File: src/rtl/pcie_trans_gen.sv
// rtl/pcie_trans_gen.sv - main FIFO -> VC FIFOs -> arbiter -> destination FIFOs transaction switch
// Optional PCIE_TRANS_RR_ARB_EN selects round-robin VC arbitration instead of strict priority.

module pcie_trans_gen_fifo #(
    parameter int DEPTH = 4,
    parameter int W     = 6
) (
    input  logic                     clk,
    input  logic                     reset_L,
    input  logic                     push,
    input  logic                     pop,
    input  logic [W-1:0]             din,
    output logic [W-1:0]             head,
    output logic [$clog2(DEPTH):0]   count,
    output logic                     overflow
);
    localparam int AW = $clog2(DEPTH);

    logic [W-1:0]  mem [DEPTH];
    logic [AW-1:0] wr_ptr, rd_ptr;
    logic          empty, full, do_pop, do_push;

    assign empty    = (count == '0);
    assign full     = (count == (AW+1)'(DEPTH));
    assign do_pop   = pop && !empty;
    // A pop on a full FIFO frees the slot the simultaneous push lands in.
    assign do_push  = push && (!full || do_pop);
    assign overflow = push && full && !do_pop;
    assign head     = empty ? '0 : mem[rd_ptr];

    always_ff @(posedge clk or negedge reset_L) begin
        if (!reset_L) begin
            wr_ptr <= '0;
            rd_ptr <= '0;
            count  <= '0;
        end else begin
            if (do_push) wr_ptr <= wr_ptr + AW'(1);
            if (do_pop)  rd_ptr <= rd_ptr + AW'(1);
            case ({do_push, do_pop})
                2'b10:   count <= count + (AW+1)'(1);
                2'b01:   count <= count - (AW+1)'(1);
                default: count <= count;
            endcase
        end
    end

    always_ff @(posedge clk) begin
        if (do_push) mem[wr_ptr] <= din;
    end
endmodule

module pcie_trans_gen #(
    parameter int DATA_W   = 6,
    parameter int VC_CNT   = 2,
    parameter int DST_CNT  = 2,
    parameter int MF_DEPTH = 4,
    parameter int VC_DEPTH = 16,
    parameter int D_DEPTH  = 4
) (
    input  logic                        clk,
    input  logic                        reset_L,
    input  logic                        init,
    input  logic [$clog2(MF_DEPTH):0]   umbral_mf,
    input  logic [$clog2(VC_DEPTH):0]   umbral_vc,
    input  logic [$clog2(D_DEPTH):0]    umbral_d,
    input  logic                        push,
    input  logic [DATA_W-1:0]           data_in,
    input  logic [DST_CNT-1:0]          pop_out,
    output logic [DST_CNT*DATA_W-1:0]   data_out,
    output logic [DST_CNT-1:0]          valid_out,
    output logic                        pause_mf,
    output logic                        active_out,
    output logic                        idle_out,
    output logic                        error_out,
    output logic [VC_CNT+DST_CNT:0]     error_full
);
    localparam int VC_W  = $clog2(VC_CNT);
    localparam int DST_W = $clog2(DST_CNT);
    localparam int MF_AW = $clog2(MF_DEPTH);
    localparam int VC_AW = $clog2(VC_DEPTH);
    localparam int D_AW  = $clog2(D_DEPTH);

    typedef enum logic [2:0] {S_RESET, S_INIT, S_IDLE, S_ACTIVE, S_ERROR} state_t;
    state_t state, next_state;

    logic [DATA_W-1:0]  mf_head;
    logic [MF_AW:0]     mf_count;
    logic               mf_pop, mf_ovf;
    logic [DATA_W-1:0]  vc_head [VC_CNT];
    logic [VC_AW:0]     vc_count [VC_CNT];
    logic [VC_CNT-1:0]  vc_push, vc_pop, vc_ovf, vc_nonempty, vc_pause;
    logic [DATA_W-1:0]  d_head [DST_CNT];
    logic [D_AW:0]      d_count [DST_CNT];
    logic [DST_CNT-1:0] d_push, d_ovf, d_pause;
    logic [MF_AW:0]     th_mf;
    logic [VC_AW:0]     th_vc;
    logic [D_AW:0]      th_d;
    logic               sa_valid, sb_valid, gnt_valid, found, busy;
    logic [DATA_W-1:0]  sa_data, sb_data;
    logic [VC_W-1:0]    gnt_idx;
`ifdef PCIE_TRANS_RR_ARB_EN
    logic [VC_W-1:0]    rr_ptr, cand;
`endif

    pcie_trans_gen_fifo #(.DEPTH(MF_DEPTH), .W(DATA_W)) u_mf (
        .clk(clk), .reset_L(reset_L), .push(push), .pop(mf_pop), .din(data_in),
        .head(mf_head), .count(mf_count), .overflow(mf_ovf)
    );

    assign mf_pop   = (mf_count != '0) && !(|vc_pause);
    assign pause_mf = (mf_count >= th_mf);

    for (genvar v = 0; v < VC_CNT; v++) begin : g_vc
        assign vc_push[v]     = sa_valid && (sa_data[DATA_W-1 -: VC_W] == VC_W'(v));
        assign vc_pop[v]      = gnt_valid && (gnt_idx == VC_W'(v));
        assign vc_nonempty[v] = (vc_count[v] != '0);
        assign vc_pause[v]    = (vc_count[v] >= th_vc);
        pcie_trans_gen_fifo #(.DEPTH(VC_DEPTH), .W(DATA_W)) u_vc (
            .clk(clk), .reset_L(reset_L), .push(vc_push[v]), .pop(vc_pop[v]), .din(sa_data),
            .head(vc_head[v]), .count(vc_count[v]), .overflow(vc_ovf[v])
        );
    end

    for (genvar d = 0; d < DST_CNT; d++) begin : g_dst
        assign d_push[d]    = sb_valid && (sb_data[DATA_W-1-VC_W -: DST_W] == DST_W'(d));
        assign d_pause[d]   = (d_count[d] >= th_d);
        assign valid_out[d] = (d_count[d] != '0);
        pcie_trans_gen_fifo #(.DEPTH(D_DEPTH), .W(DATA_W)) u_dst (
            .clk(clk), .reset_L(reset_L), .push(d_push[d]), .pop(pop_out[d]), .din(sb_data),
            .head(d_head[d]), .count(d_count[d]), .overflow(d_ovf[d])
        );
        assign data_out[d*DATA_W +: DATA_W] = d_head[d];
    end

    always_comb begin
        gnt_idx = '0;
        found   = 1'b0;
`ifdef PCIE_TRANS_RR_ARB_EN
        cand = '0;
        for (int i = 0; i < VC_CNT; i++) begin
            cand = rr_ptr + VC_W'(i + 1);
            if (!found && vc_nonempty[cand]) begin
                gnt_idx = cand;
                found   = 1'b1;
            end
        end
`else
        for (int i = VC_CNT - 1; i >= 0; i--) begin
            if (vc_nonempty[i]) gnt_idx = VC_W'(i);
        end
        found = |vc_nonempty;
`endif
        gnt_valid = found && !(|d_pause);
    end

    always_ff @(posedge clk or negedge reset_L) begin
        if (!reset_L) begin
            sa_valid   <= 1'b0;
            sa_data    <= '0;
            sb_valid   <= 1'b0;
            sb_data    <= '0;
            th_mf      <= (MF_AW+1)'(MF_DEPTH - 1);
            th_vc      <= (VC_AW+1)'(VC_DEPTH - 1);
            th_d       <= (D_AW+1)'(D_DEPTH - 1);
            error_full <= '0;
`ifdef PCIE_TRANS_RR_ARB_EN
            rr_ptr     <= VC_W'(VC_CNT - 1);
`endif
        end else begin
            sa_valid   <= mf_pop;
            sa_data    <= mf_head;
            sb_valid   <= gnt_valid;
            sb_data    <= vc_head[gnt_idx];
            error_full <= error_full | {d_ovf, vc_ovf, mf_ovf};
            // A zero threshold would pause permanently, so it keeps the old value.
            if (state == S_INIT) begin
                if (umbral_mf != '0) th_mf <= umbral_mf;
                if (umbral_vc != '0) th_vc <= umbral_vc;
                if (umbral_d != '0)  th_d  <= umbral_d;
            end
`ifdef PCIE_TRANS_RR_ARB_EN
            if (gnt_valid) rr_ptr <= gnt_idx;
`endif
        end
    end

    assign busy = (mf_count != '0) || (|vc_nonempty) || (|valid_out) || sa_valid || sb_valid;

    always_ff @(posedge clk or negedge reset_L) begin
        if (!reset_L) state <= S_RESET;
        else          state <= next_state;
    end

    always_comb begin
        next_state = state;
        case (state)
            S_RESET:  next_state = S_INIT;
            S_INIT:   if (!init) next_state = S_IDLE;
            S_IDLE:   if (init) next_state = S_INIT; else if (busy) next_state = S_ACTIVE;
            S_ACTIVE: if (init) next_state = S_INIT; else if (!busy) next_state = S_IDLE;
            default:  next_state = S_ERROR;
        endcase
        if (state != S_RESET && (|error_full)) next_state = S_ERROR;
    end

    always_comb begin
        idle_out   = (state == S_IDLE);
        active_out = (state == S_ACTIVE);
        error_out  = (state == S_ERROR);
    end
endmodule

File: config.mk
export PLATFORM = sky130hd
export DESIGN_NAME = pcie_trans_gen
export DESIGN_NICKNAME = d
export VERILOG_FILES = /design/src/rtl/pcie_trans_gen.sv
export SDC_FILE = /design/constraint.sdc
export NUM_CORES = 1
export LEC_CHECK = 0
export CAP_MARGIN = 20
export CORE_UTILIZATION = 55
export CTS_CLUSTER_SIZE = 40
export DETAILED_ROUTE_END_ITERATION = 12
export GPL_TIMING_DRIVEN = 0
export PLACE_DENSITY = 0.78
export SYNTH_ARGS = -nofsm -noshare
export SYNTH_HDL_FRONTEND = slang
export SYNTH_SLANG_ARGS = --single-unit
File: constraint.sdc
create_clock -name clk -period 7.3 [get_ports clk]
set_input_delay 1.46 -clock clk [delete_from_list [all_inputs] [get_ports clk]]
set_output_delay 1.46 -clock clk [all_outputs]
set_load 0.03 [all_outputs]
After elaboration in Yosys (flattened, before gate mapping):

Memory sizes are Yosys's and may differ from the RTL's.
Index checks and enable logic that the tools add are counted.

* bits in registers: 80
* memory bits (writable): 264
* input port bits: 23
* output and inout port bits: 23
* word-level logic and storage cells: 198
* memories: 5

Memory list
* g_vc[0].u_vc.mem: words 16, width 6, rd ports 1, clocked after Yosys merged registers in 0, wr ports 1, RTL line 19 `logic [W-1:0] mem [DEPTH];`
* g_vc[1].u_vc.mem: words 16, width 6, rd ports 1, clocked after Yosys merged registers in 0, wr ports 1, RTL line 19
* g_dst[0].u_dst.mem: words 4, width 6, rd ports 1, clocked after Yosys merged registers in 0, wr ports 1, RTL line 19
* g_dst[1].u_dst.mem: words 4, width 6, rd ports 1, clocked after Yosys merged registers in 0, wr ports 1, RTL line 19
* u_mf.mem: words 4, width 6, rd ports 1, clocked after Yosys merged registers in 0, wr ports 1, RTL line 19

* add/subtract/negate cells: 20
* order comparisons: 6
* eq/ne operators: 22
* multiplexer cells: 32
* bitwise gates (word level): 5
* reduce and logical (&&, ||, !) cells: 84

Operators with widths (number)
* 6-bit 2-to-1 mux: 8
* 1-bit logical AND: 29
* 5-bit one-hot mux with 2 select lines: 2
* 3-bit 2-to-1 mux: 6
* 3-bit one-hot mux with 2 select lines: 3
* 3-bit nonzero test: 6
* 1-bit logical NOT: 17
* 4-bit by 1-bit adder with 4-bit output (second input constant): 4
* 5-bit nonzero test: 3
* 2-bit by 1-bit adder with 2-bit output (second input constant): 6
* 3-bit equality test (second input constant): 4
* 3-bit logical NOT: 4
* 1-bit 2-to-1 mux: 12
* 3-bit one-hot mux with 4 select lines: 1
* 5-bit by 1-bit adder with 5-bit output (second input constant): 2
* 2-bit by 1-bit equality test with 1-bit output (second input constant): 5
* 2-bit equality test (second input constant): 5
* 5-bit equality test (second input constant): 2
* 5-bit greater-or-equal comparator: 2
* 5-bit logical NOT: 2
* 2-bit nonzero test: 5
* 5-bit by 1-bit subtractor with 5-bit output (second input constant): 2
* 3-bit by 1-bit adder with 3-bit output (second input constant): 3
* 3-bit greater-or-equal comparator: 3
* other kinds (15): 33

Depth between registers and ports, before layout:

Gate-level depths: netlist of the first run.

* depth in word-level cells: 10
* mapped depth: 14
* mapped depth without buffers: 13

Cells and area by module:

From an unflattened synthesis of the first run, not the netlist that was laid out.

* cell total of the unflattened synthesis: 926
* area, all modules: 15187.1 um^2

Modules (own cells, without submodules)
* pcie_trans_gen_fifo at g_vc[0].u_vc: times used 1, cells an instance 261, area each 4655.7 um^2, sequential area each 3208.1 um^2
* pcie_trans_gen_fifo at g_vc[1].u_vc: times used 1, cells an instance 255, area each 4591.9 um^2, sequential area each 3208.1 um^2
* pcie_trans_gen_fifo at g_dst[1].u_dst ...: times used 2, cells an instance 88, area each 1420.1 um^2, sequential area each 895.9 um^2
* pcie_trans_gen: times used 1, cells an instance 157, area each 1742.9 um^2, sequential area each 835.8 um^2
* pcie_trans_gen_fifo at g_dst[0].u_dst: times used 1, cells an instance 77, area each 1356.3 um^2, sequential area each 895.9 um^2

Worst setup path after synthesis of the first run:

Ideal clock, no wire load.

* path type: register to register
* start point: register g_dst[1].u_dst.count[2]
* end point: register g_vc[1].u_vc.count[4]
* library setup time: 123 ps
* data arrival time: 3131 ps
* required time: 7177 ps
* setup slack: 4047 ps
* stages on the path, launching flop included: 14
* buffers on the path: 1
* clock period less this slack: 3253 ps
* path through: dfrtp_1 -> ha_1 -> a211oi_1 -> o21ai_2 -> o31ai_4 -> nand3_4 -> buf_6 -> ha_1 -> fa_1 -> a21o_1 -> a21oi_1 -> xor2_1 -> nor2_1 -> xnor2_1

* word-level cells in the longest chain between the ends: 10
* elaborated cells between the ends (all ways): 12
* those cells by class: order compare (1); eq/ne (2); mux (1); reduce/logical (8)

Ends and longest elaborated chain
* from (decl): RTL line 14 `output logic [$clog2(DEPTH):0] count,`
* from (signal assigned): RTL line 40 `2'b10: count <= count + (AW+1)'(1);`
* from (signal assigned): RTL line 41 `2'b01: count <= count - (AW+1)'(1);`
* from (signal assigned): RTL line 42 `default: count <= count;`
* 3-bit greater-or-equal comparator (*): RTL line 126 `assign d_pause[d] = (d_count[d] >= th_d);`
* 2-bit OR reduction (*): RTL line 153 `gnt_valid = found && !(|d_pause);`
* 1-bit logical NOT (*): RTL line 153
* 1-bit logical AND (*): RTL line 153
* 1-bit logical AND (*): RTL line 115 `assign vc_pop[v] = gnt_valid && (gnt_idx == VC_W'(v));`
* 1-bit logical AND (*): RTL line 25 `assign do_pop = pop && !empty;`
* 1-bit logical OR: RTL line 27 `assign do_push = push && (!full || do_pop);`
* 1-bit logical AND: RTL line 27
* 2-bit by 1-bit equality test with 1-bit output / 2-bit equality test (equally long branches): RTL line 39 `case ({do_push, do_pop})`
* 5-bit one-hot mux with 2 select lines / 2-bit nonzero test (equally long branches)
* to (signal assigned): RTL line 40
* to (signal assigned): RTL line 41
* to (signal assigned): RTL line 42
* to (decl): RTL line 14

Mark *: on every way between the ends. The rest lies on a longest branch, timed or not.
A chain may end at the register's enable or synchronous reset.

Final worst setup path of the first run:

* start point: register g_dst[0].u_dst.rd_ptr[0]
* end point: output data_out[2]

* word-level cells in the longest chain between the ends: 2

Ends and longest elaborated chain
* from (decl): RTL line 20 `logic [AW-1:0] wr_ptr, rd_ptr;`
* from (signal assigned): RTL line 38 `if (do_pop) rd_ptr <= rd_ptr + AW'(1);`
* memory 4 x 6 bit
* 6-bit 2-to-1 mux: RTL line 29 `assign head = empty ? '0 : mem[rd_ptr];`
* to (decl): RTL line 69 `output logic [DST_CNT*DATA_W-1:0] data_out,`

Every way passes these cells.

==> results of run 1 <==
## Yosys cell counts, types with 4 or more instances
master and n:
o21ai_0 18, xnor2_1 24, xor2_1 14, dfrtp_1 72
o221ai_1 6, nand2b_1 6, buf_2 9, dfstp_2 8
nand3_1 15, ha_1 51, edfxtp_1 264, a221oi_1 5
a21oi_1 10, nor2_1 36, mux4_2 42, nor4b_1 6
and4bb_2 4, a32oi_1 5, o211ai_1 4, clkbuf_1 22
mux2i_1 60, inv_1 37, a22o_1 15, and2_1 32
a21o_1 8, nand4_1 4, mux2_2 5, fa_1 5
a22oi_1 14, nor2b_1 13, nor3_1 8, nand2_1 36
## layout make-up
type | instances | area share (%)
buffer | 38 | 1.03
clock buffer | 44 | 5.93
clock inverter | 16 | 0.938
inverter | 37 | 0.820
multi-input combinational | 488 | 26.7
sequential | 344 | 58.7
tap | 335 | 2.47
timing repair buffer | 52 | 3.43
## registers in the layout, summed over array words and instances (netlist names)
name / flops
error_full: 5
g_dst.u_dst.count: 6
g_dst.u_dst.mem: 48
g_dst.u_dst.rd_ptr: 4
g_dst.u_dst.wr_ptr: 4
g_vc.u_vc.count: 10
g_vc.u_vc.mem: 192
g_vc.u_vc.rd_ptr: 8
g_vc.u_vc.wr_ptr: 8
sa_data: 6
sa_valid: 1
sb_data: 6
sb_valid: 1
state: 3
th_d: 3
th_mf: 3
th_vc: 5
u_mf.count: 3
u_mf.mem: 24
u_mf.rd_ptr: 2
u_mf.wr_ptr: 2
## path summary, 6_finish.rpt
path	start	to	slack [ps]	depth (start not counted)
min	th_vc[1]	th_vc[1]	460	2
max	g_dst[0].u_dst.rd_ptr[0]	data_out[2]	3150	4
min reg2reg	th_vc[1]	th_vc[1]	460	2
max in group asynchronous	reset_L	th_vc[0]	5900	2
min in group asynchronous	reset_L	th_mf[2]	780	1
max reg2reg	g_dst[1].u_dst.count[2]	g_vc[1].u_vc.count[4]	3630	13
## worst reg2reg max path, delay by kind of cell (launching register included)
family                   cells  cell delay, ps
buffers and inverters        1             220
AND/OR/NAND/NOR              2             270
XOR/XNOR                     2             290
flip-flops                   1             420
AO/OA/AOI/OAI                5            1300
adder cells (fa/ha/maj)      3            1050
## per-stage QoR
step           area [sq um]  std cells  hold WS, ps  worst slack [ps]
2_1_floorplan         14800        907          439              4050
3_3_place_gp          15600       1287          450              1950
3_5_place_dp          15700       1292          459              3510
4_1_cts               16900       1352          468              3070
5_1_grt               16900       1354          488              2990
6_report              16900       1354          463              3150
## logic make-up (layout without fill, tap and decap cells)
group | after synthesis | count (layout) | share of synthesized area (%)
fa+ha+maj | 56 | 56 | 5.00
compound gates | 104 | 104 | 5.30
xor+xnor | 38 | 38 | 2.25
buf+inv | 75 | 187 | 2.13
flops | 344 | 344 | 67.3
mux | 108 | 108 | 11.0
simple gates | 182 | 182 | 7.07
## layer usage
layer  vias to the layer above  part of all wire, %  track usage, %
li1                       3645                    -               -
met1                      3988                   42            27.8
met2                       213                   50            36.1
met3                        64                  4.8            3.50
met4                         0                  2.9            7.31
met5                         -                    0           0.174
## power groups by stage
stage / combinational [uW] / sequential (uW) / clock, uW
final: 2750 / 3090 / 1800
after global routing: 3020 / 3130 / 1890
after CTS: 2700 / 3130 / 1830
after detailed placement: 2660 / 3170 / 0
after global placement: 2540 / 3160 / 0
after floorplan: 1930 / 3020 / 0
==> run metrics, run 1 <==
I/O Pins=46; Die W=166 um; post-synth top area cell=edfxtp_1; Flop pwr share=40.4%; Cell Rows=59; clk buf depth=3; async set or reset register ratio after synthesis=23.3%; CP Cell Sequence=clkbuf_1 -> mux4_2 -> and2_1 -> clkdlybuf4s50_1; Mapped Nets=986; Seq cells post-synth=344; area grow syn2layout=14.7%; power share of the clock group=23.6%; combinational group share of total power=36.0%; # H-tree levels=2; Critical Path Sink Type=output port; Final Setup Violations=0; Pre-antenna DRT Iters=10; Die Height=166 um; initial antenna violation count=0; post-synthesis cell count=907; GR Util All Layers=21.2%; Final Skew=11.2 ps; crit path time final=4150 ps; post-detail-place hpwl=18700 um; Int Power=4980 uW; Final Hold Fails=0; Post-CTS Setup Inserts=0; Worst path max stage delay=610 ps; Critical Path Source Type=flip-flop; first-pass GRT wire length=45100 um; Setup CP Type=flip-flop to output port; Clock transition at path regs=60 ps; vias in the first global route=8213; Sw Pwr=2650 uW; worst-skew pair later-pin latency=510 ps; Critical Path AT=2690 ps; Yosys top cell area share=53.7%; initial DRC count=634; fin nets=1076; WL final=28300 um; Avg Synthesized Cell Area=16.3 sq um; Core Util, Final=64.7%; Netlist cell types=65; layout cell share with drive strength beyond 1=14.3%; Multi-input gate area=0.00453 sq mm; Setup TNS=0 ps; Routed Antenna Nets=0; max-slew violation count=0; Synth warnings=0; CTS sink count=344; Worst VDD drop=0.320 mV; DR vias/cell=5.84; register area share after synthesis=67.3%; root buffer cell=clkbuf_16; Via Count=7910; commonest cells after routing, fill and taps aside=264 x edfxtp_1, 72 x dfrtp_1, 60 x mux2i_1, 51 x ha_1, 44 x clkdlybuf4s50_1; CP max FO=8; # hold bufs at CTS=0; Pwr per Cell Area=451 mW/mm^2; max_cap viols=0; Worst-Margin Slew=1060 ps; Post-Syn Area=0.0148 sq mm; crit path max-delay cell type=mux4_2; FILL cells=1797; DRC=4; most common cell after layout, fill and taps aside=edfxtp_1; status=complete, but fails checks; CTS Buf Count=36; critical path's top delay family=buffers and inverters; CORE AREA=0.0262 sq mm; switch share=34.7%; FMAX=241 MHz; CTS tree=done; antenna cells=0; synth top area cells=edfxtp_1 54%, dfrtp_1 12%, mux4_2 6.4%, ha_1 4.3%, mux2i_1 4.1%; Tcrit/Tclk final=56.9%; Starting Density=56.4%; largest net degree at the start of global routing=73; main flop type after synthesis=edfxtp_1; Seq. cell area=0.00994 sq mm; DIE AREA=0.0275 sq mm; # resized after CTS=0; drt wl/cell=20.9 um; Post-synth EDFFs=264; CP required=5840 ps; worst hold path class=flip-flop to flip-flop; PortBufs=45; grt total ovfl=0; Pwr Total=7630 uW; routability cong.=0.855; leakage=0.00618 uW; failing checks=DRC; Slew headroom=29.1%; Buf/Inv on CP=2; RSZ-0062 raised after global routing=false
(Power assumes the default switching activity.)
==> inputs of run 2 (changes only) <==
- clock period: 7.3 -> 4 ns (I/O delays scaled with it)
==> results of run 2 <==
Same layout as run 1 (identical final DEF). Status: complete, but fails checks: DRC.
Main changes from that run: setup slack after placement 3510 ps -> 356 ps; setup slack after layout 3150 ps -> 329 ps; hold slack 463 ps -> 122 ps; start point of the critical path g_dst[0].u_dst.rd_ptr[0] -> g_dst[1].u_dst.count[2]; end point of the critical path data_out[2] -> g_vc[1].u_vc.count[4]; register-to-register setup slack 3630 ps -> 330 ps; total power 7630 uW -> 13900 uW; worst IR drop on VDD 0.320 mV -> 0.583 mV
==> inputs of run 3 (changes only) <==
- CORE_MARGIN: unset -> 1.5
==> run 3 against run 2 <==
  * The flow still finishes with violations (DRC)
  * Worst setup slack got worse by 69 ps
  * Count of clock-buffer cells in the layout fell by 1
  * Power rose by 3.0%
  * Sequential power fell by 0.7%
  * Via count rose by 1.9%
  * Combinational power rose by 4%
  * First-iteration DRC count rose by 4.1%
  * Hold slack got worse by 7.5 ps
  * Flip-flop and latch count did not move
  * Maximum frequency fell by 1.8%
==> run metrics, run 3 (synthesis gave the netlist of run 1 again) <==
cell mode on critical path=ha_1; CP required=4390 ps; largest net degree at the start of global routing=73 (unchanged); Final Setup Violations=0 (unchanged); Slew headroom=32.0% (+3.0 points); antenna cells=0 (unchanged); DR vias/cell=5.92 (+1.3%); Top reg by flops=g_vc.u_vc.mem; post-detail-place hpwl=19100 um (+2.0%); leakage=0.00627 uW (+1.4%); Final Skew=17.1 ps (+5.88 ps); FILL cells=1744 (-2.9%); Seq. cell area=0.00994 sq mm (unchanged); Pre-antenna DRT Iters=9 (-1); Die W=167 um (+0.60%); Setup CP Type=flip-flop to flip-flop; max FFs per register=192 (unchanged); first-pass GRT wire length=45400 um (+0.61%); crit path time final=3740 ps; crit path max-delay cell type=dfstp_2; Multi-input gate area=0.00454 sq mm (+0.22%); initial antenna violation count=1 (+1); max_cap viols=0 (unchanged); worst-skew pair later-pin latency=510 ps (about the same); CP Cell Sequence=inv_1 -> ha_1 -> o21ai_0 -> a21oi_2 -> o31ai_4 -> nand3_4 -> buf_6 -> ha_1 -> fa_1 -> a21o_1 -> a21oi_1 -> xor2_1 -> nor2_1 -> xnor2_1; PortBufs=45 (unchanged); root buffer cell=clkbuf_16; area grow syn2layout=16.0%; vias in the first global route=8278 (+0.79%); hold slack=114 ps; fin nets=1080 (+0.37%); drt wl/cell=21.5 um (+2.9%); Worst path max stage delay=530 ps; DRC=2 (-2); clk buf depth=3 (unchanged); Routed Antenna Nets=0 (unchanged); most common cell after layout, fill and taps aside=edfxtp_1; grt total ovfl=0 (unchanged); RSZ-0062 raised after global routing=false; Tcrit/Tclk final=93.5%; status=complete, but fails checks; Setup TNS=0 ps (unchanged); initial DRC count=660 (+4.1%); CTS sink count=344 (unchanged); # hold bufs at CTS=0 (unchanged); Final Hold Fails=0 (unchanged); Core Util, Final=65.4% (+0.71 points); Worst VDD drop=0.674 mV; routability cong.=0.820 (-4.1%); CTS tree=done; CORE AREA=0.0262 sq mm (unchanged); failing checks=DRC; Cell Rows=59 (unchanged); Worst-Margin Slew=1020 ps (-44.8 ps); worst hold path class=primary input to asynchronous set/reset pin; CTS Buf Count=36 (unchanged); GR Util All Layers=21.1% (-0.060 points); Critical Path Sink Type=flip-flop; Clock transition at path regs=60 ps (about the same); Die Height=167 um (+0.60%); Post-Place Cell Area=0.0157 sq mm (unchanged); Pwr per Cell Area=838 mW/mm^2; DIE AREA=0.0278 sq mm (+1.2%); Pwr Total=14400 uW; max-slew violation count=0 (unchanged); CP max FO=10; FMAX=267 MHz; Starting Density=56.4% (unchanged); # H-tree levels=2 (unchanged); I/O Pins=46 (unchanged); post-route cell area=0.0171 sq mm (+1.1%); WL final=29300 um (+3.5%); Via Count=8057 (+1.9%); commonest cells after routing, fill and taps aside=264 x edfxtp_1, 72 x dfrtp_1, 60 x mux2i_1, 51 x ha_1, 44 x clkdlybuf4s50_1; Critical Path Source Type=flip-flop; layout cell share with drive strength beyond 1=15.2% (+0.86 points); Critical Path AT=4130 ps; Regs by FF count=g_vc.u_vc.mem x192, g_dst.u_dst.mem x48, u_mf.mem x24
==> run 3: layout make-up <==
cell class                 count  area share [%]
tap                          335            2.45
clock inverter                21            1.81
inverter                      37           0.811
clock buffer                  43            5.59
buffer                        38            1.02
timing repair buffer          56            3.81
sequential                   344            58.0
multi-input combinational    488            26.5
==> run 3: per-stage QoR <==
step / instances / setup WS, ps
3_5_place_dp: 1291 / 344
3_3_place_gp: 1287 / -694
5_1_grt: 1362 / 33.0
2_1_floorplan: 907 / 747
4_1_cts: 1355 / 176
6_report: 1362 / 260
==> run 3: timing repair <==
| item | CTS | global route |
|---|---|---|
| endpoints found under the setup margin | 0 | 1 |
| resized for setup | 0 | 1 |
| buffers inserted | 0 | 3 |
==> run 3: report_power, final <==
group	leakage (uW)	internal, uW	switching [uW]
logic	0.00230	2250	2970
registers	0.00335	4940	647
clock network	0.000621	2230	1320
total	0.00627	9420	4930
==> run 3: path summary, 6_finish.rpt <==
kind,start,to,slack [ps],cells after the start
min in group clk,th_vc[1],th_vc[1],460,2
worst max-delay path,th_d[1],g_vc[1].u_vc.count[4],260,14
max in group asynchronous,reset_L,th_vc[2],3280,2
worst min-delay path,reset_L,th_mf[2],110,1
worst min register to register,th_vc[1],th_vc[1],460,2
worst max register to register,th_d[1],g_vc[1].u_vc.count[4],260,14
==> run 3: routing by layer <==
layer  global-route usage (%)  wire (um)
met5                        0         13
met4                     8.34        940
met3                     3.54       1560
met2                     34.9      14700
met1                     28.3      12100
==> run 3: critical path, delay by kind of cell (launching register included) <==
family                     cells  cell delay [ps]
AOI/OAI and AO/OA              5             1100
xor gates and xnor gates       2              380
and+or+nand+nor                2              310
DFF                            1              530
buffers and inverters          2              290
adders and majority gates      3             1000
==> RTL change 1 (settings of run 2) <==
Build with the macro `PCIE_TRANS_RR_ARB_EN` defined.
--- a/src/rtl/pcie_trans_gen.sv
+++ b/src/rtl/pcie_trans_gen.sv
@@ -1,5 +1,7 @@
 // rtl/pcie_trans_gen.sv - main FIFO -> VC FIFOs -> arbiter -> destination FIFOs transaction switch
 // Optional PCIE_TRANS_RR_ARB_EN selects round-robin VC arbitration instead of strict priority.
+
+`define PCIE_TRANS_RR_ARB_EN
 
 module pcie_trans_gen_fifo #(
     parameter int DEPTH = 4,
Formal check against the unedited RTL: not equivalent (a bounded check fails within 10 cycles, from zero or initial values and one cycle with reset_L low).
==> RTL change 1 against run 2 <==
The flow still finishes with violations (design-rule violations); cell count down 2.2%; sequential cell count up 1; sequential power down 1%; cell area about the same; core utilization down 0.13 points; power up 2.1%; synthesized area up 0.47%; routed wire length down 0.25%; worst setup slack better by 0.16 ns.
==> RTL change 1: results <==
group,metric,value,unit
run_status,status,"finished with violations",
run_status,violations,"design-rule violations",
layout,buffer_area_frac,0.0435,
layout,fin_cells,1324,
power_and_ir_drop,leakage,6.24,nW
clock_network,numCtsBuffers,35,
power_and_ir_drop,ir_drop,0.664,mV
route,firstDrtPassIters,9,
timing,worst_slew_pin_slew,1.11,ns
route,wl_met3,1.08,mm
timing,skew,0.0173,ns
route,met1_length,12.1,mm
layout,multi_input_area,4490,sq um
layout,buffers_excl_clock,88,
layout,inv_count,57,
setup_path,r2r-start,"th_d[0]$_DFFE_PN1P_",
power_and_ir_drop,combinationalPowerShare,0.384,
route,drc_errors,2,
synth,yosysSeqAreaShare,0.672,
layout,seq_share,0.588,
grt,grtUsageMet1,0.287,
layout,fin_nets,1041,
setup_path,critPathLaunch,"g_dst[0].u_dst.rd_ptr[0]$_DFFE_PN0P_",
synth,yosysUniqueCellTypes,67,
setup_path,cp.arrival,2.71,ns
synth,synth-compound-area-share,0.0425,
layout,multi_input_cells,436,
synth,synth_xor_area_frac,0.0218,
synth,synth_mux_area_frac,0.121,
## RTL change 1: cell count changes in the layout (fill, tap and decap cells not counted), moves of 7 or more
cell / change
o22ai_1: +7
inv_1: +20
mux2i_1: -60
nand3_1: -12
a22oi_1: -14
and3_1: +29
nand2_1: +10
a22o_1: -8
mux4_2: +36
nor2_1: -22
## RTL change 1: per-stage QoR
stage	hold WS (ns)	cell area, sq um	worst slack, ns	total power, W
3_5_place_dp	0.452	15700	0.468	0.0110
4_1_cts	0.144	16900	0.433	0.0142
2_1_floorplan	0.439	14800	0.841	0.00937
6_report	0.151	17000	0.491	0.0142
5_1_grt	0.155	17000	0.193	0.0150
3_3_place_gp	0.450	15700	-0.976	0.0108
## RTL change 1: critical path, cell delays in order, from the launching register on
cell	delay [ns]
dfrtp_1	0.32
clkbuf_1	0.51
mux4_2	0.61
and2_1	0.17
clkdlybuf4s50_1	0.58
==> RTL change 2 (config.mk and constraints of run 2) <==
Without the edit above. `sa_data` and `sb_data` no longer have a reset.
--- a/src/rtl/pcie_trans_gen.sv
+++ b/src/rtl/pcie_trans_gen.sv
@@ -156,9 +156,7 @@
     always_ff @(posedge clk or negedge reset_L) begin
         if (!reset_L) begin
             sa_valid   <= 1'b0;
-            sa_data    <= '0;
             sb_valid   <= 1'b0;
-            sb_data    <= '0;
             th_mf      <= (MF_AW+1)'(MF_DEPTH - 1);
             th_vc      <= (VC_AW+1)'(VC_DEPTH - 1);
             th_d       <= (D_AW+1)'(D_DEPTH - 1);
@@ -168,9 +166,7 @@
 `endif
         end else begin
             sa_valid   <= mf_pop;
-            sa_data    <= mf_head;
             sb_valid   <= gnt_valid;
-            sb_data    <= vc_head[gnt_idx];
             error_full <= error_full | {d_ovf, vc_ovf, mf_ovf};
             // A zero threshold would pause permanently, so it keeps the old value.
             if (state == S_INIT) begin
@@ -182,6 +178,11 @@
             if (gnt_valid) rr_ptr <= gnt_idx;
 `endif
         end
+    end
+
+    always_ff @(posedge clk) begin
+        sa_data <= mf_head;
+        sb_data <= vc_head[gnt_idx];
     end
 
     assign busy = (mf_count != '0) || (|vc_nonempty) || (|valid_out) || sa_valid || sb_valid;
Formal check against the unedited RTL: same outputs for any inputs over 4 cycles, from zero or initial values and one cycle with reset_L low; that may be too few to reach the edited logic, so the function may still have changed.
==> RTL change 2 against run 2 <==
The run still ends with design-rule violations left; routed wire length fell by 1.9%; largest power group unchanged; synthesized area fell by 0.41%; power fell by 0.34%; clock power barely moved; clock skew fell by 0.00098 ns; cell count rose by 0.30%; worst setup slack got worse by 0.070 ns; sequential cell count did not move; cell area barely moved.
==> RTL change 2: results <==
group,metric,value,unit
run_status,status,"finished with violations",
run_status,violations,"design-rule violations",
route,drc_errors,4,
synth,yosysSeqAreaShare,0.672,
clock_network,numCtsBuffers,36,
clock_network,cts_resized,0,
setup_path,r2r-start,"g_dst[0].u_dst.count[2]$_DFFE_PN0P_",
route,dr_total_vias,7836,
grt,antenna_found_initial,0,
synth,ys.flop_type,"edfxtp_1",
route,wl_per_cell,20.4,um
synth,yosys-top-cells-count,"edfxtp_1 (264), dfrtp_1 (60), mux2i_1 (59), ha_1 (51), mux4_2 (42)",
timing,hold-worst-slack,0.0810,ns
place,dp_hpwl,18.3,mm
clock_network,clk_latency,0.51,ns
clock_network,postCtsSetupBuffers,0,
route,firstDrtPassIters,9,
clock_network,path_clk_slew,0.06,ns
grt,grt_usage,0.218,
layout,n_antenna_cell,0,
layout,drive_above_1_share,0.146,
place,gp_congestion,0.833,
synth,synth.net_count,984,
clock_network,cts.path.max_buffers,3,
power_and_ir_drop,leakage,6.14,nW
setup_path,critical_path_class,"register to register",
setup_path,cp.arrival,4.14,ns
synth,yosysTopAreaCellShare,0.539,
layout,nFillCells,1801,
setup_path,slowest_delay,0.48,ns
setup_path,crit_slowest_cell,"o31ai_4",
grt,grt_pass1_vias,8163,
setup_path,r2r-end,"g_vc[1].u_vc.count[4]$_DFFE_PN0P_",
timing,worst_slew_pin_slew,1.01,ns
setup_path,rrSetupSlack,0.26,ns
synth,yosys_warnings,0,
layout,multi_input_area,4560,sq um
layout,fin_nets,1076,
clock_network,cts_max_level,2,
place,io_buffer_count,45,
synth,yosysUniqueCellTypes,63,
setup_path,reg2regPathDepth,13,
layout,reg.largest.list,"g_vc.u_vc.mem x192, g_dst.u_dst.mem x48, u_mf.mem x24",
grt,grt_pass1_wl,44.3,mm
timing,skew,0.0102,ns
hold_path,hp-class,"primary input to asynchronous set/reset pin",
clock_network,root_buffer,"clkbuf_16",
power_and_ir_drop,ir_drop,0.643,mV
synth,synth.area.top_cells,"edfxtp_1 (54%), dfrtp_1 (10%), mux4_2 (6.4%)",
setup_path,crit_family,"compound AO/OA/AOI/OAI gates",
synth,async_flop_share,0.198,
grt,grt_max_degree,68,
place,place_area,15700,sq um
route,drtIter0Drc,500,
synth,synth_edf_count,264,
setup_path,critPathMaxFanout,10,
[RTL change 2: changes by cell type after synthesis, sizes merged, moves of 2 or more]
cell	before	now
buf	14	16
nor2	36	38
dfxtp	0	12
dlygate4sd1	2	0
dfrtp	72	60
inv	37	34
clkbuf	22	20
nand2b	6	8
mux2	6	8
o21bai	1	3
[RTL change 2: logic make-up after synthesis]
kind of cell	after synthesis	share of synthesized area
flip-flops	344	0.672
AND/OR/NAND/NOR	187	0.0736
multiplexers	109	0.111
AO/OA/AOI/OAI	101	0.0518
buffers and inverters	70	0.0192
adder cells (fa/ha/maj)	56	0.0502
XOR/XNOR	38	0.0226
[RTL change 2: area by class of cell]
| class | instances | share of cell area |
|---|---|---|
| tap | 335 | 0.0247 |
| inverter | 34 | 0.00753 |
| sequential | 344 | 0.583 |
| timing repair buffer | 54 | 0.0376 |
| multi-input combinational | 491 | 0.269 |
| clock inverter | 15 | 0.0103 |
| clock buffer | 49 | 0.0585 |
| buffer | 36 | 0.00915 |
[RTL change 2: layer usage]
metal	track usage	vias to the layer above	routed length, um
met5	0	-	0
met4	0.0731	0	622
met3	0.0355	52	1420
met2	0.377	198	14200
met1	0.279	3932	11500
li1	-	3654	-
[RTL change 2: per-stage QoR]
stage / TNS (ns) / worst slack (ns) / instances
detailed placement: 0 / 0.274 / 1290
finish: 0 / 0.259 / 1358
global placement: -22.12 / -0.373 / 1285
floorplan: 0 / 0.746 / 905
global route: 0 / 0.0241 / 1358
CTS: 0 / 0.225 / 1354
[RTL change 2: power by group]
part	switching [W]	total, W	internal [W]
sequential	0.000601	0.00552	0.00492
combinational	0.00286	0.00508	0.00221
clock	0.00130	0.00329	0.00199
